$ cat src/rtl/sprite_pkg.sv
// Shared types and widths for the sprite dispatcher and its command FIFO.
package sprite_pkg;

   localparam int SPRITE_NUM_W = 6;
   localparam int DONE_COUNT_W = 16;

   typedef enum logic [2:0] {
      IDLE,
      REQUEST,
      RELEASE,
      WAIT_DONE,
      ACK
   } dispatcher_state_t;

   // The timer holds values 0..cycles, so it needs one more code than the limit.
   function automatic int timer_width(input int cycles);
      return $clog2(cycles + 1);
   endfunction

endpackage

$ cat src/rtl/sprite_cmd_fifo.sv
// Command queue between game logic and the dispatcher FSM.
// Head entry is visible on rd_data while non-empty; flush drops every entry at once.
module sprite_cmd_fifo #(
   parameter int DEPTH = 4,
   parameter int WIDTH = 6
) (
   input  logic                   Clk,
   input  logic                   Reset_n,
   input  logic                   push,
   input  logic                   pop,
   input  logic                   flush,
   input  logic [WIDTH-1:0]       wr_data,
   output logic [WIDTH-1:0]       rd_data,
   output logic                   full,
   output logic                   empty,
   output logic [$clog2(DEPTH):0] level
);

   localparam int AW = $clog2(DEPTH);
   localparam int LW = AW + 1;

   logic [WIDTH-1:0] mem_q [DEPTH];
   logic [WIDTH-1:0] mem_d [DEPTH];
   logic [AW-1:0]    wr_ptr_q, wr_ptr_d;
   logic [AW-1:0]    rd_ptr_q, rd_ptr_d;
   logic [LW-1:0]    level_q, level_d;
   logic             do_push, do_pop;

   assign full    = (level_q == LW'(DEPTH));
   assign empty   = (level_q == '0);
   assign level   = level_q;
   assign rd_data = mem_q[rd_ptr_q];

   assign do_push = push && !full && !flush;
   assign do_pop  = pop && !empty && !flush;

   always_comb begin
      mem_d    = mem_q;
      wr_ptr_d = wr_ptr_q;
      rd_ptr_d = rd_ptr_q;
      level_d  = level_q;
      if (flush) begin
         wr_ptr_d = '0;
         rd_ptr_d = '0;
         level_d  = '0;
      end else begin
         if (do_push) begin
            mem_d[wr_ptr_q] = wr_data;
            wr_ptr_d        = wr_ptr_q + AW'(1);
         end
         if (do_pop) begin
            rd_ptr_d = rd_ptr_q + AW'(1);
         end
         case ({do_push, do_pop})
            2'b10:   level_d = level_q + LW'(1);
            2'b01:   level_d = level_q - LW'(1);
            default: level_d = level_q;
         endcase
      end
   end

   always_ff @(posedge Clk) begin
      if (!Reset_n) begin
         wr_ptr_q <= '0;
         rd_ptr_q <= '0;
         level_q  <= '0;
      end else begin
         wr_ptr_q <= wr_ptr_d;
         rd_ptr_q <= rd_ptr_d;
         level_q  <= level_d;
      end
   end

   // Storage carries no reset; level_q alone defines which entries are valid.
   always_ff @(posedge Clk) begin
      mem_q <= mem_d;
   end

endmodule

$ cat src/rtl/sprite_dispatcher.sv
// Issues queued sprite draw commands one at a time over the four-phase
// incoming/received/finished/acknowledge handshake; counts completions and flags stalls.
//
//  state     | meaning
//  IDLE      | waiting for a queued command; pops it into sprite_num
//  REQUEST   | sprite_incoming high until communicator sets sprite_received
//  RELEASE   | request dropped, waiting for sprite_received to fall
//  WAIT_DONE | blit in progress, timeout timer running
//  ACK       | acknowledge high until sprite_finished falls
module sprite_dispatcher
   import sprite_pkg::*;
#(
   parameter int DEPTH          = 4,
   parameter int TIMEOUT_CYCLES = 2**20
) (
   input  logic                    Clk,
   input  logic                    Reset_n,
   input  logic                    cmd_valid,
   input  logic [SPRITE_NUM_W-1:0] cmd_sprite_num,
   output logic                    cmd_ready,
   input  logic                    flush,
   output logic                    sprite_incoming,
   output logic [SPRITE_NUM_W-1:0] sprite_num,
   input  logic                    sprite_received,
   input  logic                    sprite_finished,
   output logic                    acknowledge_finished_sprite,
   output logic                    busy,
   output logic [$clog2(DEPTH):0]  fifo_level,
   output logic [DONE_COUNT_W-1:0] done_count,
   output logic                    err_timeout,
   input  logic                    err_clear
);

   localparam int TW = timer_width(TIMEOUT_CYCLES);

   dispatcher_state_t       state_q, state_d;
   logic [SPRITE_NUM_W-1:0] sprite_num_q, sprite_num_d;
   logic [TW-1:0]           timer_q, timer_d;
   logic [DONE_COUNT_W-1:0] done_count_q, done_count_d;
   logic                    err_q, err_d;

   logic                    fifo_full, fifo_empty;
   logic [SPRITE_NUM_W-1:0] fifo_rd_data;
   logic                    push, pop;

   assign cmd_ready = !fifo_full && !flush;
   assign push      = cmd_valid && cmd_ready;
   assign pop       = (state_q == IDLE) && !fifo_empty && !flush;

   sprite_cmd_fifo #(
      .DEPTH (DEPTH),
      .WIDTH (SPRITE_NUM_W)
   ) u_fifo (
      .Clk     (Clk),
      .Reset_n (Reset_n),
      .push    (push),
      .pop     (pop),
      .flush   (flush),
      .wr_data (cmd_sprite_num),
      .rd_data (fifo_rd_data),
      .full    (fifo_full),
      .empty   (fifo_empty),
      .level   (fifo_level)
   );

   always_comb begin
      state_d      = state_q;
      sprite_num_d = sprite_num_q;
      timer_d      = timer_q;
      done_count_d = done_count_q;
      err_d        = err_q;
      case (state_q)
         IDLE: begin
            if (pop) begin
               sprite_num_d = fifo_rd_data;
               state_d      = REQUEST;
            end
         end
         REQUEST: begin
            if (sprite_received) state_d = RELEASE;
         end
         RELEASE: begin
            if (!sprite_received) begin
               state_d = WAIT_DONE;
               timer_d = TW'(TIMEOUT_CYCLES);
            end
         end
         WAIT_DONE: begin
            if (timer_q != '0) timer_d = timer_q - TW'(1);
            if (sprite_finished) begin
               state_d = ACK;
               timer_d = '0;
            end
         end
         ACK: begin
            if (!sprite_finished) begin
               state_d      = IDLE;
               done_count_d = done_count_q + DONE_COUNT_W'(1);
            end
         end
         default: state_d = IDLE;
      endcase
      // Down-counter loaded with the limit; terminal count 1 marks the last allowed cycle.
      if (err_clear) err_d = 1'b0;
      if ((state_q == WAIT_DONE) && (timer_q == TW'(1))) err_d = 1'b1;
   end

   always_ff @(posedge Clk) begin
      if (!Reset_n) begin
         state_q      <= IDLE;
         sprite_num_q <= '0;
         timer_q      <= '0;
         done_count_q <= '0;
         err_q        <= 1'b0;
      end else begin
         state_q      <= state_d;
         sprite_num_q <= sprite_num_d;
         timer_q      <= timer_d;
         done_count_q <= done_count_d;
         err_q        <= err_d;
      end
   end

   assign sprite_incoming             = (state_q == REQUEST);
   assign acknowledge_finished_sprite = (state_q == ACK);
   assign sprite_num                  = sprite_num_q;
   assign done_count                  = done_count_q;
   assign err_timeout                 = err_q;
   assign busy                        = (state_q != IDLE) || !fifo_empty;

endmodule

$ cat config.mk
export PLATFORM = sky130hd
export DESIGN_NAME = sprite_dispatcher
export DESIGN_NICKNAME = d
export VERILOG_FILES = /design/src/rtl/sprite_pkg.sv /design/src/rtl/sprite_cmd_fifo.sv /design/src/rtl/sprite_dispatcher.sv
export SDC_FILE = /design/constraint.sdc
export NUM_CORES = 1
export LEC_CHECK = 0
export ABC_AREA = 0
export BUFFER_PORTS_ARGS = -buffer_cell sky130_fd_sc_hd__buf_2
export CAP_MARGIN = 5
export CORE_MARGIN = 3
export CORE_UTILIZATION = 52
export DETAILED_ROUTE_END_ITERATION = 16
export HOLD_SLACK_MARGIN = 0.02
export PLACE_DENSITY = 0.75
export SYNTH_ARGS = -nofsm -noshare
export SYNTH_HDL_FRONTEND = slang
export SYNTH_HIERARCHICAL = 1
export SYNTH_SLANG_ARGS = --single-unit
$ cat constraint.sdc
create_clock -name Clk -period 2.4 [get_ports Clk]
set_input_delay 0.24 -clock Clk [delete_from_list [all_inputs] [get_ports Clk]]
set_output_delay 0.24 -clock Clk [all_outputs]
set_load 0.01 [all_outputs]
### Word level (Yosys, flattened, before mapping)

Index checks and enable logic that the tools add are counted.

| operators by class | value |
|---|---|
| muxes and demuxes | 19 |
| order comparisons | 3 |
| bitwise logic cells | 5 |
| reductions and logical operators | 27 |
| add/subtract/negate cells | 6 |
| eq/ne operators | 14 |

Operators by type and width:

| cell | number |
|---|---|
| $mux W21 | 3 |
| $pmux W21 S2 | 1 |
| $bwmux W24 | 1 |
| $eq A21 B1 Y1 const B | 1 |
| $reduce_bool A21 Y1 | 1 |
| $sub A21 B1 Y21 const B | 1 |
| $mux W6 | 3 |
| $add A16 B1 Y16 const B | 1 |
| $mux W3 | 5 |
| $pmux W3 S5 | 1 |
| $bmux W6 S2 | 1 |
| $demux W6 S2 | 1 |
| $logic_and A1 B1 Y1 | 10 |
| $eq A3 B2 Y1 const B | 2 |
| $eq A3 B3 Y1 const B | 2 |
| $ge A3 B3 Y1 const B | 2 |
| $logic_not A3 Y1 | 2 |
| $ne A2 B2 Y1 const B | 3 |
| $not A2 Y3 | 2 |
| $pmux W3 S2 | 1 |
| $reduce_and A2 Y1 | 3 |
| $reduce_bool A2 Y1 | 3 |
| $reduce_and A5 Y1 | 1 |
| $add A2 B1 Y2 const B | 2 |
| other kinds (15) | 21 |

| word-level totals | value |
|---|---|
| bits of input ports | 13 |
| flip-flop bits (word level) | 78 |
| word-level logic and storage cells | 86 |

### Longest topological paths before layout

Gate-level depths: netlist (run 1).

| logic depth | value |
|---|---|
| word-level depth | 8 |
| depth in mapped cells | 13 |

### By module

The synthesis (run 1) kept the hierarchy.

Modules (own cells, without submodules):

| module | area an instance (um^2) | sequential area each (um^2) | instances | cells each |
|---|---|---|---|---|
| sprite_dispatcher | 2303.5 | 940.9 | 1 | 273 |
| sprite_cmd_fifo | 1331.3 | 860.8 | 1 | 84 |

### Least setup slack after synthesis (run 1)

No wires, ideal clock.

| timing | value |
|---|---|
| path kind | reg-to-reg |
| from | register u_fifo.level_q[2], in the netlist u_fifo/level[2] |
| to | register u_fifo.level_q[2], in the netlist u_fifo/level[2] |
| data required time | 2330 ps |
| cell stages (with the launch flop) | 14 |
| arrival | 2645 ps |
| path slack | -315 ps |
| setup time | 70 ps |
| cells stage by stage | dfxtp_1 > or3b_4 > inv_1 > nor2_1 > and2_1 > and2b_2 > and2_4 > inv_1 > ha_1 > inv_1 > fa_1 > xor2_1 > or3_1 > a21oi_1 |

| between the ends | value |
|---|---|
| word-level cells in the longest chain between the ends | 8 |
| elaborated cells on any way between the ends | 18 |

RTL lines:

| element | RTL line | source |
|---|---|---|
| start, declared | sprite_cmd_fifo.sv:26 | `logic [LW-1:0] level_q, level_d;` |
| start signal, assigned | sprite_cmd_fifo.sv:70 | `level_q <= level_d;` |
| $eq A3 B3 Y1 * | sprite_cmd_fifo.sv:29 | `assign full = (level_q == LW'(DEPTH));` |
| via fifo_full | sprite_dispatcher.sv:42 | `logic fifo_full, fifo_empty;` |
| $logic_not A1 Y1 * | sprite_dispatcher.sv:46 | `assign cmd_ready = !fifo_full && !flush;` |
| $logic_and A1 B1 Y1 * | sprite_dispatcher.sv:46 |  |
| via cmd_ready | sprite_dispatcher.sv:20 | `output logic cmd_ready,` |
| $logic_and A1 B1 Y1 * | sprite_dispatcher.sv:47 | `assign push = cmd_valid && cmd_ready;` |
| via push | sprite_dispatcher.sv:44 | `logic push, pop;` |
| $logic_and A1 B1 Y1 * (2 in series) | sprite_cmd_fifo.sv:34 | `assign do_push = push && !full && !flush;` |
| $eq A2 B1 Y1 / $eq A2 B2 Y1 (equally long branches) | sprite_cmd_fifo.sv:54 | `case ({do_push, do_pop})` |
| $pmux W3 S2 / $reduce_bool A2 Y1 (equally long branches) | -- |  |

Mark *: on every way through the listed nets, which the timed path passes. The rest lies on a longest branch.
A chain may end at the register's enable or synchronous reset.

### Final worst setup path (run 1)

| timing | value |
|---|---|
| from | register u_fifo.level_q[1], in the netlist u_fifo/level[1] |
| to | register u_fifo.level_q[2], in the netlist u_fifo/level[2] |

| between the ends | value |
|---|---|
| word-level cells in the longest chain between the ends | 8 |
| elaborated cells on any way between the ends | 18 |

RTL lines:

| element | RTL line |
|---|---|
| $eq A3 B3 Y1 * | sprite_cmd_fifo.sv:29 |
| via fifo_full | sprite_dispatcher.sv:42 |
| $logic_not A1 Y1 * | sprite_dispatcher.sv:46 |
| $logic_and A1 B1 Y1 * | sprite_dispatcher.sv:46 |
| $logic_and A1 B1 Y1 * | sprite_dispatcher.sv:47 |
| via push | sprite_dispatcher.sv:44 |
| $logic_and A1 B1 Y1 * (2 in series) | sprite_cmd_fifo.sv:34 |
| $eq A2 B1 Y1 / $eq A2 B2 Y1 (equally long branches) | sprite_cmd_fifo.sv:54 |
| $pmux W3 S2 / $reduce_bool A2 Y1 (equally long branches) | -- |

Marked as above.

==> summary.txt, run 1 <==
Outcome
  • Outcome: finished with violations
  • Failing checks: negative setup slack

Layout
  • Antenna Cells: 0
  • Area grow syn2layout: 16.9%
  • Nets: 439
  • Share of layout cells above drive strength 1: 26.4%

STA
  • Slew margin rel.: 59.0%
  • Peak Freq: 0.396 GHz
  • Worst Tran Pin Value: 0.609 ns
  • Final min period: 2.52 ns
  • Final Skew: 0.0111 ns
  • RSZ-0062 raised after global routing: true
  • Setup TNS: -0.139 ns
  • Slew Limit Fails: 0
  • Final setup viols: 2
  • Fin. Hold Viols: 0
  • Final worst-path cycle share: 105%
  • Final setup margin: -0.123 ns

Logic synthesis
  • Sequential area share after synthesis: 49.6%
  • Avg Cell Area, Syn: 10.2 um2
  • Leading area contributor after synthesis: dfxtp_1
  • Synthesized area: 3630 um2
  • Syn Inst Count: 357
  • Synth top area cells: dfxtp_1 30%, edfxtp_1 20%, a21oi_1 3.7%
  • Asr flop ratio synth: 0%
  • Area fraction of the dominant cell type after synthesis: 29.7%
  • Number of synthesized flops with an enable pin: 24
  • Main flop type after synthesis: dfxtp_1
  • Net count after synthesis: 380
  • Ys Warns: 6
  • #FFs+latches synth: 78
  • Count of cell types in the netlist: 55

Clocking
  • CTS tree: yes
  • CTS clk-pin slew, worst paths: 0.09 ns
  • CTS Sinks: 78
  • H-tree Lvls: 3
  • Root Buffer: clkbuf_8
  • CTS Buf Count: 9
  • Clk_lat worst skew: 0.36 ns
  • CTS Buffer Depth: 2

Global route
  • Met3 Use GR: 4.20%
  • Wire length of the first global-routing pass: 12,000 um
  • Tot GR Track Use: 19.6%
  • Global routing usage on met1: 27.5%
  • Pin count of the biggest net entering global routing: 26
  • Number of global-route vias before repair: 2,551
  • Met2 usage: 29.3%
  • Remaining Overflow, GRT: 0
  • GRT busiest layer: met2
  • Initial antenna violation count: 0

Place
  • HPWL after DPL: 5130 um
  • RePlAce Congestion: 0.809
  • Dpl ws: -0.0950 ns
  • I/O Buffers: 42

Detailed routing
  • Post-route ant nets: 0
  • # DRC: 0
  • Final WL: 7320 um
  • Initial drt markers: 275
  • Router iterations before antenna repair: 4
  • Vias: 2,814
  • WL/cell: 14.2 um
  • DR vias/cell: 5.47

Setup path
  • Crit. End Element: register
  • R2R cell count: 13
  • Capturing point of the worst reg2reg path: u_fifo/level[2]
  • Worst Path Max Fanout: 2
  • WP data arrival: 2.81 ns
  • Crit Path Class: reg2reg
  • RR Startpoint: u_fifo/level[1]
  • Data required, critical path: 2.69 ns
  • Register-to-register setup slack: -0.12 ns
  • Critical path launch point type: register

Run
  • MaxCap Viol Count: 0

Power and ir drop
  • Worst vdd ir: 0.381 mV
  • Pleak: 0.00165 uW
  • Pwr dens: 582 nW/um2

Min path
  • Hold WC Path Type: in2reg
  • Hold path endpoint: u_fifo/mem_q[11]
  • Hold Path Origin: cmd_sprite_num[5]
  • Hold path depth: 1

Die
  • Die Y-Extent: 89.6 um
  • Die Wd: 89.6 um
  • Starting density of the core: 55.3%
  • Core area: 6570 um2
  • Row cnt: 29
  • Die area: 8030 um2
  • # IOs: 43
-- cells by family (layout without fill, tap and decap cells) --
group | count (synthesis) | count (layout) | share of synthesized area (%)
flip-flops | 78 | 78 | 49.6
adder cells (fa/ha/maj) | 10 | 10 | 3.65
AO/OA/AOI/OAI | 59 | 59 | 9.85
AND/OR/NAND/NOR | 158 | 158 | 25.0
XOR/XNOR | 19 | 19 | 4.58
multiplexers | 8 | 8 | 4.27
buffers and inverters | 25 | 89 | 3.06
-- cells in the mapped netlist (6+ instances only) --
cell type  number
ha_1            9
or3_1          21
nor4_1          7
nor2_1         32
nand2_1        30
xor2_1         10
xnor2_1         9
mux4_2          6
a21oi_1        27
edfxtp_1       24
o21ai_0        14
dfxtp_1        54
nor3_1          6
nand3_1        12
nand2b_1        7
inv_1          14
nand4_1         8
-- where the power goes --
group	internal [uW]	switching [uW]	total [uW]
clock	412	562	975
sequential	1370	6.71	1370
combinational	47.9	77.2	125
-- cell type report --
| type | instances | area [um2] |
|---|---|---|
| clock buffers | 9 | 124 |
| flip-flops and latches | 78 | 1810 |
| fillers | 544 | 2320 |
| multi-input cells | 254 | 1740 |
| well taps | 93 | 116 |
| repair buffers | 58 | 330 |
| clock inverters | 7 | 68.8 |
| inverters | 15 | 58.8 |
-- timing repair --
action / CTS / global route
hold buffers: 0 / 0
gates resized for setup: 0 / 1
setup endpoints to repair: 1 / 2
setup buffers: 0 / 2
pin swaps: 0 / 2
-- worst max-delay path, cell delays in order, from the launching register on --
cell	delay (ns)
dfxtp_2	0.33
or3b_4	0.39
inv_2	0.06
nor2_2	0.03
and2_1	0.15
and2b_2	0.20
and2_4	0.15
inv_4	0.05
ha_4	0.12
inv_2	0.04
fa_2	0.34
xor2_1	0.16
or3_1	0.31
a21oi_1	0.11
-- registers in the layout, summed over array words and instances, names as in the netlist --
| signal | count |
|---|---|
| state_q | 3 |
| u_fifo/rd_ptr_q | 2 |
| u_fifo/level | 3 |
| err_timeout | 1 |
| u_fifo/wr_ptr_q | 2 |
| u_fifo/mem_q | 24 |
| done_count | 16 |
| sprite_num | 6 |
| timer_q | 21 |
-- layout by cell type, fill, tap and decap left out, types with 4 or more instances in the layout --
master and count:
inv_6 4, and3_2 5, buf_4 16, clkbuf_8 9
a21oi_1 27, o21ai_0 14, dfxtp_1 51, inv_1 11
mux4_2 6, nand2b_1 7, xnor2_1 9, buf_2 42
nor3_1 6, nor2_1 31, nand4_1 8, ha_1 8
or4_1 4, nor4_1 7, o31ai_1 5, xor2_1 10
or3_1 21, edfxtp_1 24, nand3_1 12, and2_1 4
nand2_1 30
-- worst max path at each step --
stage	slack, ns	startpoint	cells after the start	endpoint
final	-0.12	u_fifo/level[1]	13	u_fifo/level[2]
after global routing	-0.24	u_fifo/level[1]	13	u_fifo/level[2]
after CTS	-0.11	u_fifo/level[1]	13	u_fifo/level[2]
after detailed placement	-0.1	u_fifo/level[1]	13	u_fifo/level[2]
after global placement	-0.05	u_fifo/level[1]	13	u_fifo/level[2]
after floorplan	-0.15	u_fifo/level[2]	13	u_fifo/level[2]
-- layer usage --
metal / up-vias / wire (um)
li1: 1419 / -
met1: 1323 / 3560
met2: 64 / 3300
met3: 8 / 345
met4: 0 / 113
met5: - / 0
-- per-stage QoR --
stage	instance area, um2	total power (uW)	util, %	std cells	hold WS, ns
floorplan	3660	1480	-	357	0.339
global route	4250	2580	64.7	514	0.0752
global placement	4040	1520	61.5	496	0.442
CTS	4230	2490	64.4	512	0.0831
detailed placement	4040	1520	61.5	496	0.453
finish	4250	2470	64.7	514	0.0969
Power figures use the tool's default switching activity.
==> inputs of run 2 (changes only) <==
--- a/config.mk
+++ b/config.mk
@@ -11,9 +11,9 @@
 export CORE_MARGIN = 3
 export CORE_UTILIZATION = 52
 export DETAILED_ROUTE_END_ITERATION = 16
+export GPL_ROUTABILITY_DRIVEN = 0
 export HOLD_SLACK_MARGIN = 0.02
 export PLACE_DENSITY = 0.75
 export SYNTH_ARGS = -nofsm -noshare
 export SYNTH_HDL_FRONTEND = slang
-export SYNTH_HIERARCHICAL = 1
 export SYNTH_SLANG_ARGS = --single-unit
==> summary.txt, run 2 <==
Setup path
  • Crit-path leading delay family: simple AND/OR/NAND/NOR gates
  • Crit Path Class: reg2reg
  • Slowest-stage cell, CP: or3_1
  • Buf/Inv on CP: 1 (-2)
  • Cell Chain, Critical Path: or3_1, nor3_1, ha_1, inv_1, fa_1, xor2_1, or3_1, a21oi_1
  • CP max stage delay: 0.38 ns (about the same)
  • CP most frequent cell: or3_1
  • Data required, critical path: 2.68 ns (about the same)
  • WP data arrival: 2.54 ns (-0.27 ns)
  • Critical path launch point type: register
  • Crit. End Element: register
  • Worst Path Max Fanout: 2 (unchanged)

Logic synthesis
  • Count of cell types in the netlist: 46 (-16%)
  • Syn Inst Count: 346 (-3.1%)
  • Synth top area cells: dfxtp_1 30%, edfxtp_1 20%, xor2_1 5.3%
  • Synthesized area: 3610 um2 (-0.55%)
  • Area fraction of the dominant cell type after synthesis: 29.9% (+0.16 points)
  • Asr flop ratio synth: 0% (unchanged)
  • Net count after synthesis: 369 (-2.9%)
  • Leading area contributor after synthesis: dfxtp_1
  • Avg Cell Area, Syn: 10.4 um2 (+2.6%)
  • Main flop type after synthesis: dfxtp_1
  • Ys Warns: 0 (-6)
  • Commonest cells post-synth: 54 x dfxtp_1, 30 x nor2_1, 24 x edfxtp_1
  • Most common cell in the netlist: dfxtp_1
  • #FFs+latches synth: 78 (unchanged)
  • Number of synthesized flops with an enable pin: 24 (unchanged)
  • Sequential area share after synthesis: 49.8% (+0.27 points)

Layout
  • Most frequent cells in the layout: 54 x dfxtp_1, 42 x buf_2, 30 x nor2_1
  • Nets: 420 (-4.3%)
  • # fillers: 534 (-1.8%)
  • Antenna Cells: 0 (unchanged)
  • Most common cell after layout, fill and taps aside: dfxtp_1
  • Max FFs per register: 24 (unchanged)
  • Post-layout util: 63.7% (-1.0 points)
  • Final instance area: 4160 um2 (-2.1%)
  • Top reg by flops: u_fifo.mem_q
  • Share of layout cells above drive strength 1: 20.9% (-5.5 points)
  • Area grow syn2layout: 15.0%

Power and ir drop
  • Pwr dens: 600 nW/um2 (+3.2%)
  • Worst vdd ir: 0.438 mV (+15%)
  • Pleak: 0.00165 uW (about the same)
  • Final Total Pwr: 2500 uW (+1.0%)

Clocking
  • Postcts setup bufs: 0 (unchanged)
  • CTS Buffer Depth: 2 (unchanged)
  • Root Buffer: clkbuf_8
  • CTS tree: yes
  • Clk_lat worst skew: 0.35 ns (about the same)
  • Cts hold-fix bufs: 0 (unchanged)
  • H-tree Lvls: 3 (unchanged)
  • CTS clk-pin slew, worst paths: 0.09 ns (about the same)
  • CTS Buf Count: 9 (unchanged)
  • CTS Sinks: 78 (unchanged)

Die
  • Core area: 6530 um2 (-0.55%)
  • Die Wd: 89.4 um (-0.26%)
  • Die area: 7990 um2 (-0.51%)
  • # IOs: 43 (unchanged)
  • Row cnt: 29 (unchanged)
  • Die Y-Extent: 89.4 um (-0.26%)
  • Starting density of the core: 55.3% (about the same)

Outcome
  • Outcome: finished clean

STA
  • Peak Freq: 0.443 GHz (+12%)
  • Slew margin rel.: 64.7% (+5.7 points)
  • Final worst-path cycle share: 94.0% (-11 points)
  • Slew Limit Fails: 0 (unchanged)
  • Final setup viols: 0 (-2)
  • Worst Tran Pin Value: 0.529 ns (-0.0792 ns)
  • Fin. Hold Viols: 0 (unchanged)
  • Final min period: 2.26 ns (-0.267 ns)
  • Final Skew: 0.00649 ns (-0.00464 ns)

Detailed routing
  • Vias: 2,615 (-7.1%)
  • Final WL: 6660 um (-9.0%)
  • # DRC: 0 (unchanged)
  • Post-route ant nets: 0 (unchanged)
  • Initial drt markers: 98 (-64%)
  • Router iterations before antenna repair: 4 (unchanged)
  • WL/cell: 13.9 um (-2.3%)
  • DR vias/cell: 5.46 (-0.28%)

Global route
  • Remaining Overflow, GRT: 0 (unchanged)
  • Wire length of the first global-routing pass: 11,300 um (-5.8%)
  • Initial antenna violation count: 0 (unchanged)
  • Number of global-route vias before repair: 2,440 (-4.4%)
  • Tot GR Track Use: 18.2% (-1.4 points)
  • Pin count of the biggest net entering global routing: 37 (+42%)

Place
  • HPWL after DPL: 4790 um (-6.7%)
  • Placed cell area: 3960 um2 (-1.9%)
  • I/O Buffers: 42 (unchanged)

Min path
  • Hold WC Path Type: in2reg

Run
  • MaxCap Viol Count: 0 (unchanged)
-- run 2: cell count changes in the layout (fill, tap and decap cells not counted), sizes merged, moves of 5 or more --
| cell | previous run | this run |
|---|---|---|
| and2 | 5 | 16 |
| nor3 | 6 | 14 |
| or3 | 21 | 8 |
| mux2i | 2 | 9 |
| nand2 | 30 | 7 |
| o21ai | 16 | 10 |
| nor2b | 1 | 10 |
| nand4b | 0 | 5 |
| a21oi | 27 | 6 |
| xor2 | 10 | 22 |
-- run 2: report_power, final --
part | switching, uW | total [uW] | internal, uW
Sequential | 12.1 | 1390 | 1370
Combinational | 101 | 177 | 76.2
Clock | 534 | 934 | 400
-- run 2: metal layers --
| metal | track usage (%) | part of all wire [%] | routed length, um | vias to the layer above |
|---|---|---|---|---|
| li1 | - | - | - | 1329 |
| met1 | 24.0 | 47 | 3130 | 1232 |
| met2 | 28.7 | 48 | 3180 | 44 |
| met3 | 5.62 | 3.8 | 251 | 10 |
| met4 | 6.22 | 1.6 | 105 | 0 |
| met5 | 0 | 0 | 0 | - |
-- run 2: worst register-to-register path, stage by stage (launching register included) --
cell	delay (ns)
dfxtp_1	0.31
or3_1	0.38
nor3_1	0.23
ha_1	0.23
inv_1	0.06
fa_1	0.37
xor2_1	0.16
or3_1	0.31
a21oi_1	0.14
-- run 2: cells by family (layout without fill, tap and decap cells) --
group                    Yosys count  after routing  synth area share (%)
AO/OA/AOI/OAI                     40             40                  7.44
XOR/XNOR                          31             31                  7.51
adder cells (fa/ha/maj)           10             10                  3.67
buffers and inverters             37             93                  3.95
flip-flops                        78             78                  49.8
multiplexers                      15             15                  6.23
AND/OR/NAND/NOR                  135            135                  21.4
-- run 2: repair_timing --
| item | in CTS | in global routing |
|---|---|---|
| resized for setup | 0 | 1 |
| endpoints found under the hold margin | 0 | 0 |
| endpoints found under the setup margin | 0 | 2 |
-- run 2: path summary, 6_finish.rpt --
path                endpoint  slack, ns  depth (start not counted)         startpoint
max reg2reg  u_fifo.level[2]       0.14                          8         state_q[1]
min          u_fifo.mem_q[9]        0.1                          1  cmd_sprite_num[3]
min reg2reg      timer_q[11]       0.47                          2        timer_q[11]
max          u_fifo.level[2]       0.14                          8         state_q[1]
-- run 2: final cells by class --
cell class / count / area, um2 / area share, %
Sequential cell: 78 / 1800 / 43.3
Multi-Input combinational cell: 231 / 1680 / 40.3
Timing Repair Buffer: 56 / 315 / 7.58
Clock buffer: 9 / 124 / 2.98
Tap cell: 77 / 96.3 / 2.32
Inverter: 21 / 78.8 / 1.90
Clock inverter: 7 / 65.1 / 1.56
-- run 2: stage by stage --
step / TNS (ns) / std cells / hold slack, ns / worst slack [ns]
floorplan: 0 / 346 / 0.339 / 0.0126
finish: 0 / 479 / 0.0980 / 0.144
global placement: 0 / 463 / 0.453 / 0.224
CTS: 0 / 479 / 0.0776 / 0.135
detailed placement: 0 / 463 / 0.456 / 0.159
global route: -0.0126 / 479 / 0.0796 / -0.0126
==> inputs of run 3 (changes only) <==
--- a/config.mk
+++ b/config.mk
@@ -5,8 +5,7 @@
 export SDC_FILE = /design/constraint.sdc
 export NUM_CORES = 1
 export LEC_CHECK = 0
-export ABC_AREA = 0
-export BUFFER_PORTS_ARGS = -buffer_cell sky130_fd_sc_hd__buf_2
+export BUFFER_PORTS_ARGS = -buffer_cell sky130_fd_sc_hd__clkbuf_2
 export CAP_MARGIN = 5
 export CORE_MARGIN = 3
 export CORE_UTILIZATION = 52
==> constraint.sdc (replaced) <==
create_clock -name Clk -period 2.4 [get_ports Clk]
set_input_delay 0.72 -clock Clk [delete_from_list [all_inputs] [get_ports Clk]]
set_output_delay 0.72 -clock Clk [all_outputs]
set_load 0.01 [all_outputs]
==> summary.txt, run 3 (synthesis gave the netlist of run 2 again) <==
Global route
  • Remaining Overflow, GRT: 0 (unchanged)
  • Initial antenna violation count: 0 (unchanged)
  • Pin count of the biggest net entering global routing: 21 (-43%)
  • Number of global-route vias before repair: 2,541 (+4.1%)
  • Tot GR Track Use: 18.7% (+0.42 points)
  • Wire length of the first global-routing pass: 11,500 um (+1.8%)

STA
  • Slew Limit Fails: 0 (unchanged)
  • RSZ-0062 raised after global routing: false
  • Final worst-path cycle share: 96.4% (+2.4 points)
  • Slew margin rel.: 63.9% (-0.82 points)
  • Worst Tran Pin Value: 0.537 ns (+0.00730 ns)
  • Fin. Hold Viols: 0 (unchanged)
  • Final setup viols: 0 (unchanged)
  • Hold Slack: 0.485 ns (+0.387 ns)
  • Final min period: 2.31 ns (+0.0577 ns)
  • Final Skew: 0.00701 ns (+0.000517 ns)
  • Peak Freq: 0.432 GHz (-2.5%)

Min path
  • Hold WC Path Type: reg2reg

Clocking
  • H-tree Lvls: 3 (unchanged)
  • CTS Sinks: 78 (unchanged)
  • CTS Buffer Depth: 2 (unchanged)
  • CTS clk-pin slew, worst paths: 0.08 ns (about the same)
  • CTS tree: yes
  • Postcts setup bufs: 0 (unchanged)
  • PostCTS Resize Cnt: 0 (unchanged)
  • Root Buffer: clkbuf_8
  • CTS Buf Count: 9 (unchanged)
  • Clk_lat worst skew: 0.35 ns (about the same)
  • Cts hold-fix bufs: 0 (unchanged)

Detailed routing
  • Initial drt markers: 154 (+57%)
  • Router iterations before antenna repair: 4 (unchanged)
  • Post-route ant nets: 0 (unchanged)
  • DR vias/cell: 5.51 (+0.86%)
  • # DRC: 0 (unchanged)
  • Final WL: 6820 um (+2.4%)
  • WL/cell: 14.2 um (+1.8%)
  • Vias: 2,654 (+1.5%)

Place
  • HPWL after DPL: 4970 um (+3.8%)
  • Placed cell area: 3990 um2 (+0.57%)
  • I/O Buffers: 42 (unchanged)
  • Inst Count DP: 466 (+0.65%)

Layout
  • Area grow syn2layout: 15.1% (about the same)
  • Max FFs per register: 24 (unchanged)
  • Top reg by flops: u_fifo.mem_q
  • Post-Layout Cell Count: 482 (+0.63%)
  • # fillers: 540 (+1.1%)
  • Most common cell after layout, fill and taps aside: dfxtp_1
  • Final instance area: 4160 um2 (about the same)
  • Nets: 423 (+0.71%)
  • Most frequent cells in the layout: 54 x dfxtp_1, 42 x clkbuf_2, 30 x nor2_1
  • Antenna Cells: 0 (unchanged)
  • Share of layout cells above drive strength 1: 20.7% (-0.15 points)

Setup path
  • Crit path from: state_q[1]
  • Worst Setup EP: busy
  • RR Startpoint: state_q[1]
  • Capturing point of the worst reg2reg path: u_fifo.level[2]
  • Data required, critical path: 1.68 ns (-1.00 ns)
  • Worst Path Max Fanout: 2 (unchanged)
  • Slowest-stage cell, CP: or3_1
  • Register-to-register setup slack: 0.15 ns (about the same)
  • R2R cell count: 8 (unchanged)
  • Critical path launch point type: register
  • Crit Path Class: reg2out
  • Cell Chain, Critical Path: or3_1, or4_1, clkbuf_2
  • Crit. End Element: primary output
  • WP data arrival: 1.59 ns (-0.95 ns)
  • CP max stage delay: 0.40 ns (+0.02 ns)

Die
  • Starting density of the core: 55.3% (unchanged)
  • Die Wd: 89.4 um (unchanged)
  • # IOs: 43 (unchanged)
  • Die area: 7990 um2 (unchanged)
  • Row cnt: 29 (unchanged)
  • Die Y-Extent: 89.4 um (unchanged)
  • Core area: 6530 um2 (unchanged)

Outcome
  • Outcome: finished clean

Power and ir drop
  • Worst vdd ir: 0.451 mV (+3.0%)
  • Pwr dens: 589 nW/um2 (-1.9%)
  • Pleak: 0.00164 uW (-1.0%)

Run
  • MaxCap Viol Count: 0 (unchanged)
-- run 3: changes by cell type in the layout (fill, tap and decap cells not counted), sizes merged --
cell and change:
clkinv +1, buf -39, clkbuf +44, inv -3
-- run 3: worst min-delay path by stage --
stage | start | end | slack, ns | cells after the start
after floorplan | timer_q[11] | timer_q[11] | 0.44 | 2
after global routing | timer_q[3] | timer_q[3] | 0.52 | 2
final | timer_q[11] | timer_q[11] | 0.49 | 2
after detailed placement | timer_q[11] | timer_q[11] | 0.46 | 2
after global placement | timer_q[11] | timer_q[11] | 0.47 | 2
after CTS | timer_q[11] | timer_q[11] | 0.48 | 2
-- run 3: report_power, final --
group	switching, uW	internal, uW	total, uW
combinational	103	77.7	180
clock	480	404	884
sequential	12.2	1370	1390
total	594	1860	2450
-- run 3: cell type report --
cell class	instances	area [um2]	share of cell area, %
Inverter	21	78.8	1.89
Clock buffer	11	141	3.40
Sequential cell	78	1800	43.3
Tap cell	77	96.3	2.32
Clock inverter	5	33.8	0.812
Multi-Input combinational cell	231	1670	40.2
Timing Repair Buffer	59	338	8.12
-- run 3: layer usage --
metal,vias to the layer above,part of all wire (%),track usage [%],routed length [um]
li1,1346,-,-,-
met1,1266,46,23.3,3150
met2,36,50,31.5,3390
met3,6,3.4,5.16,230
met4,0,0.75,5.68,51
met5,-,0,0,0
-- run 3: worst max-delay path: cells and delay by family (launching register included) --
| family | cells | cell delay (ns) |
|---|---|---|
| simple gates | 2 | 0.80 |
| flops | 1 | 0.31 |
| buf+inv | 1 | 0.14 |
-- run 3: per-stage QoR --
| step | setup TNS [ns] | total power, uW | utilization, % | setup slack, ns |
|---|---|---|---|---|
| floorplan | 0 | 1530 | - | 0.0126 |
| global placement | 0 | 1590 | 61.0 | 0.0501 |
| detailed placement | -0.0124 | 1600 | 61.0 | -0.0124 |
| CTS | 0 | 2480 | 63.7 | 0.0672 |
| global route | 0 | 2560 | 63.7 | 0.00531 |
| finish | 0 | 2450 | 63.7 | 0.0865 |
